==> config.mk <==
export PLATFORM = sky130hd
export DESIGN_NAME = reg_if_arbiter_flat
export DESIGN_NICKNAME = d
export VERILOG_FILES = /design/src/rtl/reg_if_arbiter_if.sv /design/src/rtl/reg_if_arbiter.sv /design/src/flat_wrapper.sv
export SDC_FILE = /design/constraint.sdc
export NUM_CORES = 1
export LEC_CHECK = 0
export CORE_ASPECT_RATIO = 0.5
export CORE_MARGIN = 10
export CORE_UTILIZATION = 38
export CTS_CLUSTER_SIZE = 25
export DETAILED_ROUTE_END_ITERATION = 8
export PLACE_DENSITY = 0.81
export SLEW_MARGIN = 20
export SYNTH_ARGS = -nofsm -noshare
export SYNTH_HDL_FRONTEND = slang
export SYNTH_SLANG_ARGS = --single-unit
==> constraint.sdc <==
create_clock -name clk -period 2 [get_ports clk]
set_clock_uncertainty 0.15 [all_clocks]
set_input_delay 0.4 -clock clk [delete_from_list [all_inputs] [get_ports clk]]
set_output_delay 0.4 -clock clk [all_outputs]
set_load 0.03 [all_outputs]
==> src/rtl/reg_if_arbiter_if.sv <==
// Register-interface link between one requester and one register bank.
// master drives the strobes; slave returns ack/rdy, read data and the invalid flag.
interface reg_if_arbiter_if #(
    parameter int ADDR_WIDTH = 16
);
    logic [ADDR_WIDTH-1:0] reg_address;
    logic                  reg_in_rdy;
    logic [31:0]           reg_in_data;
    logic                  reg_in_ack;
    logic                  reg_out_req;
    logic                  reg_out_rdy;
    logic [31:0]           reg_out_data;
    logic                  reg_invalid_addr;

    modport master (
        output reg_address,
        output reg_in_rdy,
        output reg_in_data,
        output reg_out_req,
        input  reg_in_ack,
        input  reg_out_rdy,
        input  reg_out_data,
        input  reg_invalid_addr
    );

    modport slave (
        input  reg_address,
        input  reg_in_rdy,
        input  reg_in_data,
        input  reg_out_req,
        output reg_in_ack,
        output reg_out_rdy,
        output reg_out_data,
        output reg_invalid_addr
    );
endinterface

==> src/rtl/reg_if_arbiter.sv <==
// Round-robin arbiter letting two register-interface requesters share one bank.
// Optional bank-response watchdog enabled by defining REG_ARB_TIMEOUT_EN.
module reg_if_arbiter #(
    parameter int ADDR_WIDTH    = 16,
    parameter int TIMEOUT_WIDTH = 8
) (
    input  logic             clk,
    input  logic             rst,
    reg_if_arbiter_if.slave  m0,
    reg_if_arbiter_if.slave  m1,
    reg_if_arbiter_if.master bank,
    output logic [1:0]       o_grant,
    output logic             o_busy
);

    typedef enum logic [1:0] {
        ST_IDLE,
        ST_BUSY,
        ST_RESP,
        ST_RELEASE
    } state_t;

    state_t state;
    state_t state_nxt;

    logic                  owner;
    logic                  last_grant;
    logic [ADDR_WIDTH-1:0] lat_addr;
    logic [31:0]           lat_data;
    logic                  lat_wr;
    logic [31:0]           cap_data;
    logic                  cap_inv;

    logic                  req0;
    logic                  req1;
    logic                  grant_go;
    logic                  grant_sel;
    logic                  sel_wr;
    logic [ADDR_WIDTH-1:0] sel_addr;
    logic [31:0]           sel_data;
    logic                  bank_done;
    logic                  own_strobe;
    logic                  tmo;

    assign req0     = m0.reg_in_rdy | m0.reg_out_req;
    assign req1     = m1.reg_in_rdy | m1.reg_out_req;
    assign grant_go = req0 | req1;

    // On contention the side that did not win last time gets the bank.
    assign grant_sel = (req0 & req1) ? ~last_grant : req1;

    // Writes win over reads from the same requester; the read follows later.
    assign sel_wr   = grant_sel ? m1.reg_in_rdy : m0.reg_in_rdy;
    assign sel_addr = grant_sel ? m1.reg_address : m0.reg_address;
    assign sel_data = grant_sel ? m1.reg_in_data : m0.reg_in_data;

    assign bank_done = lat_wr ? bank.reg_in_ack : bank.reg_out_rdy;

    assign own_strobe = owner
        ? (lat_wr ? m1.reg_in_rdy : m1.reg_out_req)
        : (lat_wr ? m0.reg_in_rdy : m0.reg_out_req);

`ifdef REG_ARB_TIMEOUT_EN
    logic [TIMEOUT_WIDTH-1:0] tmo_cnt;

    // Watchdog counts BUSY cycles and restarts from zero for every grant.
    always_ff @(posedge clk) begin
        if (rst) begin
            tmo_cnt <= '0;
        end else if (state == ST_BUSY) begin
            tmo_cnt <= tmo_cnt + 1'b1;
        end else begin
            tmo_cnt <= '0;
        end
    end

    assign tmo = (state == ST_BUSY) & (&tmo_cnt);
`else
    assign tmo = 1'b0;
`endif

    // State register.
    always_ff @(posedge clk) begin
        if (rst) begin
            state <= ST_IDLE;
        end else begin
            state <= state_nxt;
        end
    end

    // Latch the granted request and capture the bank's response.
    always_ff @(posedge clk) begin
        if (rst) begin
            owner      <= 1'b0;
            last_grant <= 1'b1;
            lat_addr   <= '0;
            lat_data   <= '0;
            lat_wr     <= 1'b0;
            cap_data   <= '0;
            cap_inv    <= 1'b0;
        end else begin
            if (state == ST_IDLE && grant_go) begin
                owner      <= grant_sel;
                last_grant <= grant_sel;
                lat_addr   <= sel_addr;
                lat_data   <= sel_data;
                lat_wr     <= sel_wr;
            end
            if (state == ST_BUSY) begin
                if (bank_done) begin
                    cap_data <= bank.reg_out_data;
                    cap_inv  <= bank.reg_invalid_addr;
                end else if (tmo) begin
                    cap_data <= 32'hDEAD_BEEF;
                    cap_inv  <= 1'b1;
                end
            end
        end
    end

    // Next-state decode plus all bank- and requester-facing outputs.
    always_comb begin
        state_nxt             = state;
        bank.reg_address      = '0;
        bank.reg_in_data      = '0;
        bank.reg_in_rdy       = 1'b0;
        bank.reg_out_req      = 1'b0;
        m0.reg_in_ack         = 1'b0;
        m0.reg_out_rdy        = 1'b0;
        m0.reg_out_data       = '0;
        m0.reg_invalid_addr   = 1'b0;
        m1.reg_in_ack         = 1'b0;
        m1.reg_out_rdy        = 1'b0;
        m1.reg_out_data       = '0;
        m1.reg_invalid_addr   = 1'b0;
        o_busy                = (state != ST_IDLE);
        o_grant               = 2'b00;

        if (state != ST_IDLE) begin
            o_grant = owner ? 2'b10 : 2'b01;
        end

        unique case (state)
            ST_IDLE: begin
                if (grant_go) begin
                    state_nxt = ST_BUSY;
                end
            end
            ST_BUSY: begin
                bank.reg_address = lat_addr;
                bank.reg_in_data = lat_data;
                bank.reg_in_rdy  = lat_wr & ~bank.reg_in_ack & ~tmo;
                bank.reg_out_req = ~lat_wr & ~bank.reg_out_rdy & ~tmo;
                if (bank_done | tmo) begin
                    state_nxt = ST_RESP;
                end
            end
            ST_RESP: begin
                if (owner) begin
                    m1.reg_in_ack       = lat_wr;
                    m1.reg_out_rdy      = ~lat_wr;
                    m1.reg_out_data     = lat_wr ? 32'h0 : cap_data;
                    m1.reg_invalid_addr = cap_inv;
                end else begin
                    m0.reg_in_ack       = lat_wr;
                    m0.reg_out_rdy      = ~lat_wr;
                    m0.reg_out_data     = lat_wr ? 32'h0 : cap_data;
                    m0.reg_invalid_addr = cap_inv;
                end
                state_nxt = ST_RELEASE;
            end
            ST_RELEASE: begin
                if (!own_strobe) begin
                    state_nxt = ST_IDLE;
                end
            end
            default: begin
                state_nxt = ST_IDLE;
            end
        endcase
    end

endmodule

==> src/flat_wrapper.sv <==
// flat-port wrapper written by rule: the top's interface ports become plain ports
module reg_if_arbiter_flat 
#(
    parameter int ADDR_WIDTH    = 16,
    parameter int TIMEOUT_WIDTH = 8
)
  (clk, rst, o_grant, o_busy, m0_reg_address, m0_reg_in_rdy, m0_reg_in_data, m0_reg_out_req, m0_reg_in_ack, m0_reg_out_rdy, m0_reg_out_data, m0_reg_invalid_addr, m1_reg_address, m1_reg_in_rdy, m1_reg_in_data, m1_reg_out_req, m1_reg_in_ack, m1_reg_out_rdy, m1_reg_out_data, m1_reg_invalid_addr, bank_reg_address, bank_reg_in_rdy, bank_reg_in_data, bank_reg_out_req, bank_reg_in_ack, bank_reg_out_rdy, bank_reg_out_data, bank_reg_invalid_addr);
  reg_if_arbiter_if #(.ADDR_WIDTH(ADDR_WIDTH)) m0_i ();
  reg_if_arbiter_if #(.ADDR_WIDTH(ADDR_WIDTH)) m1_i ();
  reg_if_arbiter_if #(.ADDR_WIDTH(ADDR_WIDTH)) bank_i ();
  input  logic clk;
  input  logic rst;
  output logic [1:0] o_grant;
  output logic o_busy;
  input wire logic [$bits(m0_i.reg_address)-1:0] m0_reg_address;
  input wire logic [$bits(m0_i.reg_in_rdy)-1:0] m0_reg_in_rdy;
  input wire logic [$bits(m0_i.reg_in_data)-1:0] m0_reg_in_data;
  input wire logic [$bits(m0_i.reg_out_req)-1:0] m0_reg_out_req;
  output wire logic [$bits(m0_i.reg_in_ack)-1:0] m0_reg_in_ack;
  output wire logic [$bits(m0_i.reg_out_rdy)-1:0] m0_reg_out_rdy;
  output wire logic [$bits(m0_i.reg_out_data)-1:0] m0_reg_out_data;
  output wire logic [$bits(m0_i.reg_invalid_addr)-1:0] m0_reg_invalid_addr;
  input wire logic [$bits(m1_i.reg_address)-1:0] m1_reg_address;
  input wire logic [$bits(m1_i.reg_in_rdy)-1:0] m1_reg_in_rdy;
  input wire logic [$bits(m1_i.reg_in_data)-1:0] m1_reg_in_data;
  input wire logic [$bits(m1_i.reg_out_req)-1:0] m1_reg_out_req;
  output wire logic [$bits(m1_i.reg_in_ack)-1:0] m1_reg_in_ack;
  output wire logic [$bits(m1_i.reg_out_rdy)-1:0] m1_reg_out_rdy;
  output wire logic [$bits(m1_i.reg_out_data)-1:0] m1_reg_out_data;
  output wire logic [$bits(m1_i.reg_invalid_addr)-1:0] m1_reg_invalid_addr;
  output wire logic [$bits(bank_i.reg_address)-1:0] bank_reg_address;
  output wire logic [$bits(bank_i.reg_in_rdy)-1:0] bank_reg_in_rdy;
  output wire logic [$bits(bank_i.reg_in_data)-1:0] bank_reg_in_data;
  output wire logic [$bits(bank_i.reg_out_req)-1:0] bank_reg_out_req;
  input wire logic [$bits(bank_i.reg_in_ack)-1:0] bank_reg_in_ack;
  input wire logic [$bits(bank_i.reg_out_rdy)-1:0] bank_reg_out_rdy;
  input wire logic [$bits(bank_i.reg_out_data)-1:0] bank_reg_out_data;
  input wire logic [$bits(bank_i.reg_invalid_addr)-1:0] bank_reg_invalid_addr;
  assign m0_i.reg_address = m0_reg_address;
  assign m0_i.reg_in_rdy = m0_reg_in_rdy;
  assign m0_i.reg_in_data = m0_reg_in_data;
  assign m0_i.reg_out_req = m0_reg_out_req;
  assign m0_reg_in_ack = m0_i.reg_in_ack;
  assign m0_reg_out_rdy = m0_i.reg_out_rdy;
  assign m0_reg_out_data = m0_i.reg_out_data;
  assign m0_reg_invalid_addr = m0_i.reg_invalid_addr;
  assign m1_i.reg_address = m1_reg_address;
  assign m1_i.reg_in_rdy = m1_reg_in_rdy;
  assign m1_i.reg_in_data = m1_reg_in_data;
  assign m1_i.reg_out_req = m1_reg_out_req;
  assign m1_reg_in_ack = m1_i.reg_in_ack;
  assign m1_reg_out_rdy = m1_i.reg_out_rdy;
  assign m1_reg_out_data = m1_i.reg_out_data;
  assign m1_reg_invalid_addr = m1_i.reg_invalid_addr;
  assign bank_reg_address = bank_i.reg_address;
  assign bank_reg_in_rdy = bank_i.reg_in_rdy;
  assign bank_reg_in_data = bank_i.reg_in_data;
  assign bank_reg_out_req = bank_i.reg_out_req;
  assign bank_i.reg_in_ack = bank_reg_in_ack;
  assign bank_i.reg_out_rdy = bank_reg_out_rdy;
  assign bank_i.reg_out_data = bank_reg_out_data;
  assign bank_i.reg_invalid_addr = bank_reg_invalid_addr;
  reg_if_arbiter #(.ADDR_WIDTH(ADDR_WIDTH), .TIMEOUT_WIDTH(TIMEOUT_WIDTH)) u_core (.clk(clk), .rst(rst), .m0(m0_i), .m1(m1_i), .bank(bank_i), .o_grant(o_grant), .o_busy(o_busy));
endmodule
==> flow_summary.json <==
{
  "status": "finished with violations",
  "failed_checks": "setup timing",
  "postSynthAreaPerCell_um2": 7.55,
  "sw_power_mw": 3.58,
  "post-route-worst-setup-slack_ns": -0.180,
  "cts_inserted_buffers": 9,
  "synth_top_cells_by_count": "165 x nand2_1, 112 x and2_1, 86 x dfxtp_1, 54 x nor2_1, 44 x a311oi_1",
  "drc": 0,
  "critPathRequiredTime_ns": 1.45,
  "final_nets": 1011,
  "net_count_after_synthesis": 731,
  "cts_max_path_buffers": 2,
  "async_flop_share_pct": 0,
  "floorplan.core_area_um2": 11200,
  "vdd_drop_max_mv": 0.798,
  "firstDrtPassIters": 4,
  "crit_type": "flip-flop to output port",
  "layout.filler_cells": 786,
  "globalRouteOverflowTotal": 0,
  "p_per_area_nw_per_um2": 1100,
  "total_leakage_power_nw": 3.62,
  "groute.usage.overall_pct": 20.2,
  "die_y_um": 96.6,
  "cts.reportedPaths.clkPinSlew_ns": 0.06,
  "tightest_slew_ns": 0.398,
  "insertion_delay_ns": 0.33,
  "pwr-share-seq_pct": 28.2,
  "yosysWarningCount": 0,
  "critPathMaxFanout": 15,
  "max_cap_violations": 0,
  "htreeDepth": 3,
  "final_area_um2": 8510,
  "start_kind": "flip-flop",
  "worst_path_max_delay_cell": "dfxtp_2",
  "post_synth_num_cell_types": 33,
  "routed_via_density": 4.94,
  "synth_seq_cells": 86,
  "synthCells": 590,
  "worst_hold_path_type": "primary input to flip-flop",
  "netlist.top_cell.by_area": "dfxtp_1",
  "wire_length_of_the_first_global_routing_pass_um": 27500,
  "final_core_util_pct": 75.8,
  "place.port_buffers": 259,
  "placed_cell_area_um2": 7120,
  "clock_period_minus_final_worst_setup_slack_ns": 2.18,
  "synth_top_area_share_pct": 38.6,
  "num_io_pins": 260,
  "worstPathCellList": "inv_2, ha_4, nor3b_4, buf_6, buf_12, and2_2, buf_6",
  "multiInputGateArea_um2": 2750,
  "synth.yosys.seq_area_share_pct": 38.6,
  "drt_first_iter_violations": 273,
  "timing.final.crit_share_pct": 109,
  "ctsRootBufferMaster": "clkbuf_16",
  "comb_power_share_pct": 53.4,
  "placement_rows": 27,
  "timing.final.setup_violations": 130,
  "hpwl_um": 13000,
  "avgRoutedWirePerCell_um": 18.6,
  "yosysMostFrequentCell": "nand2_1",
  "worst-endpoint-arrival_ns": 1.63,
  "fp.dieArea_um2": 16700,
  "rsz0062_at_grt": "yes",
  "fmaxAchievable_mhz": 459,
  "slew_violations": 0,
  "initial_utilization_pct": 39.7,
  "yosys_most_used_dff": "dfxtp_1",
  "cell_area_after_synthesis_um2": 4460,
  "totalPowerFinal_mw": 9.34,
  "grt_start_max_net_pins": 54,
  "nature_of_the_critical_path_endpoint": "output port",
  "die_boundary_width_um": 173,
  "final-seq-area_um2": 1730,
  "number_of_global_route_vias_before_repair": 5033,
  "slew_headroom_pct": 73.4,
  "syn2layout_area_growth_pct": 90.9,
  "route.antenna.remaining_nets": 0,
  "synth.top_cells.by_area": "dfxtp_1 39%, and2_1 16%, nand2_1 14%",
  "post_cts_hold_buffer_count": 0,
  "gp_congestion": 0.799,
  "swShare_pct": 38.4,
  "power.internal_mw": 5.76,
  "post_route_cells_drive_above_1_share_pct": 35.8,
  "hold_viol": 0,
  "tritoncts_clock_tree": "yes",
  "antenna_violations_before_repair": 0,
  "post-place-ws_ns": -0.163,
  "worst_path_most_repeated_cell": "buf_6",
  "crit_path_max_incr_delay_ns": 0.33,
  "routed_wirelength_um": 19300,
  "route.vias.total": 5105,
  "p_clk_share_pct": 18.4,
  "synth_edf_count": 0,
  "antenna_cells": 0,
  "numClockSinks": 86
}
==> critical path: cells and delay by family (launching register included) <==
family	cells	cell delay, ns
adder cells (fa/ha/maj)	1	0.16
buffers and inverters	4	0.46
flip-flops	1	0.33
AND/OR/NAND/NOR	2	0.34
==> stage by stage <==
step	setup TNS [ns]	std cells	hold slack, ns
floorplan	-0.0302	590	0.290
global placement	-3.92	992	0.296
detailed placement	-5.53	992	0.305
CTS	-15.35	1021	0.286
global route	-22.70	1034	0.298
finish	-13.93	1034	0.296
==> layer usage <==
layer | global-route usage (%) | part of all wire, % | vias up
met5 | 0 | 0 | -
met4 | 5.42 | 2.1 | 0
met3 | 4.49 | 4.6 | 32
met2 | 39.9 | 54 | 160
met1 | 22.0 | 39 | 2406
li1 | - | - | 2507
==> path summary, 6_finish.rpt <==
kind                       startpoint             endpoint  slack (ns)  depth (start not counted)
setup / recovery      u_core.state[0]  m0_reg_out_data[29]       -0.18                          7
hold / removal                    rst   u_core.lat_data[4]        0.30                          2
setup reg to reg      u_core.state[0]       u_core.cap_inv       -0.05                         11
hold reg to reg   u_core.cap_data[27]  u_core.cap_data[27]        0.31                          2
==> cell type report <==
type / instances / share of cell area, %
clock buffer: 11 / 2.97
tap: 159 / 2.34
timing repair buffer: 320 / 41.2
inverter: 5 / 0.221
clock inverter: 5 / 0.677
multi-input combinational: 448 / 32.3
sequential: 86 / 20.3
==> state kept, by name, indices dropped and copies added (netlist names) <==
| signal | count |
|---|---|
| u_core.cap_data | 32 |
| u_core.owner | 1 |
| u_core.lat_addr | 16 |
| u_core.lat_data | 32 |
| u_core.last_grant | 1 |
| u_core.lat_wr | 1 |
| u_core.state | 2 |
| u_core.cap_inv | 1 |
==> cell usage in the layout, fill, tap and decap left out, types with 3 or more instances in the layout <==
cell type	synthesis	routed
buf_4	6	38
ha_4	0	3
a311oi_1	44	44
nand2b_1	4	3
clkbuf_16	0	11
a21oi_2	0	3
nand2_2	0	5
buf_16	0	4
a21oi_1	34	31
clkdlybuf4s50_1	0	135
nand2_1	165	160
and2_2	0	12
buf_12	0	14
clkinvlp_4	0	3
a311oi_2	4	4
nor2_1	54	53
and2_4	0	68
dfxtp_1	86	84
buf_6	5	124
mux2i_1	5	5
inv_1	5	3
and2_1	112	32
==> power by group through the flow <==
stage                     clock (mW)  sequential (mW)  combinational (mW)
after floorplan                    0             2.50                2.42
after global placement             0             2.58                3.77
after detailed placement           0             2.60                3.84
after CTS                       1.76             2.59                4.65
after global routing            1.83             2.69                5.32
final                           1.72             2.64                4.98
==> logic make-up (layout without fill, tap and decap cells) <==
logic type      Yosys count  count (layout)  share of synthesized area, %
compound gates           92              92                          15.5
fa+ha+maj                 4               4                          1.12
buf+inv                  56             341                          6.46
flops                    86              86                          38.6
mux                       6               6                          1.38
simple gates            346             346                          36.9
==> what timing repair did <==
item / CTS / global route
buffers inserted: 8 / 8
endpoints found under the hold margin: 0 / 0
cloned: 6 / 6
setup endpoints to repair: 122 / 136
pin swaps: 4 / 6
resized for setup: 133 / 97
Power figures use the tool's default switching activity.
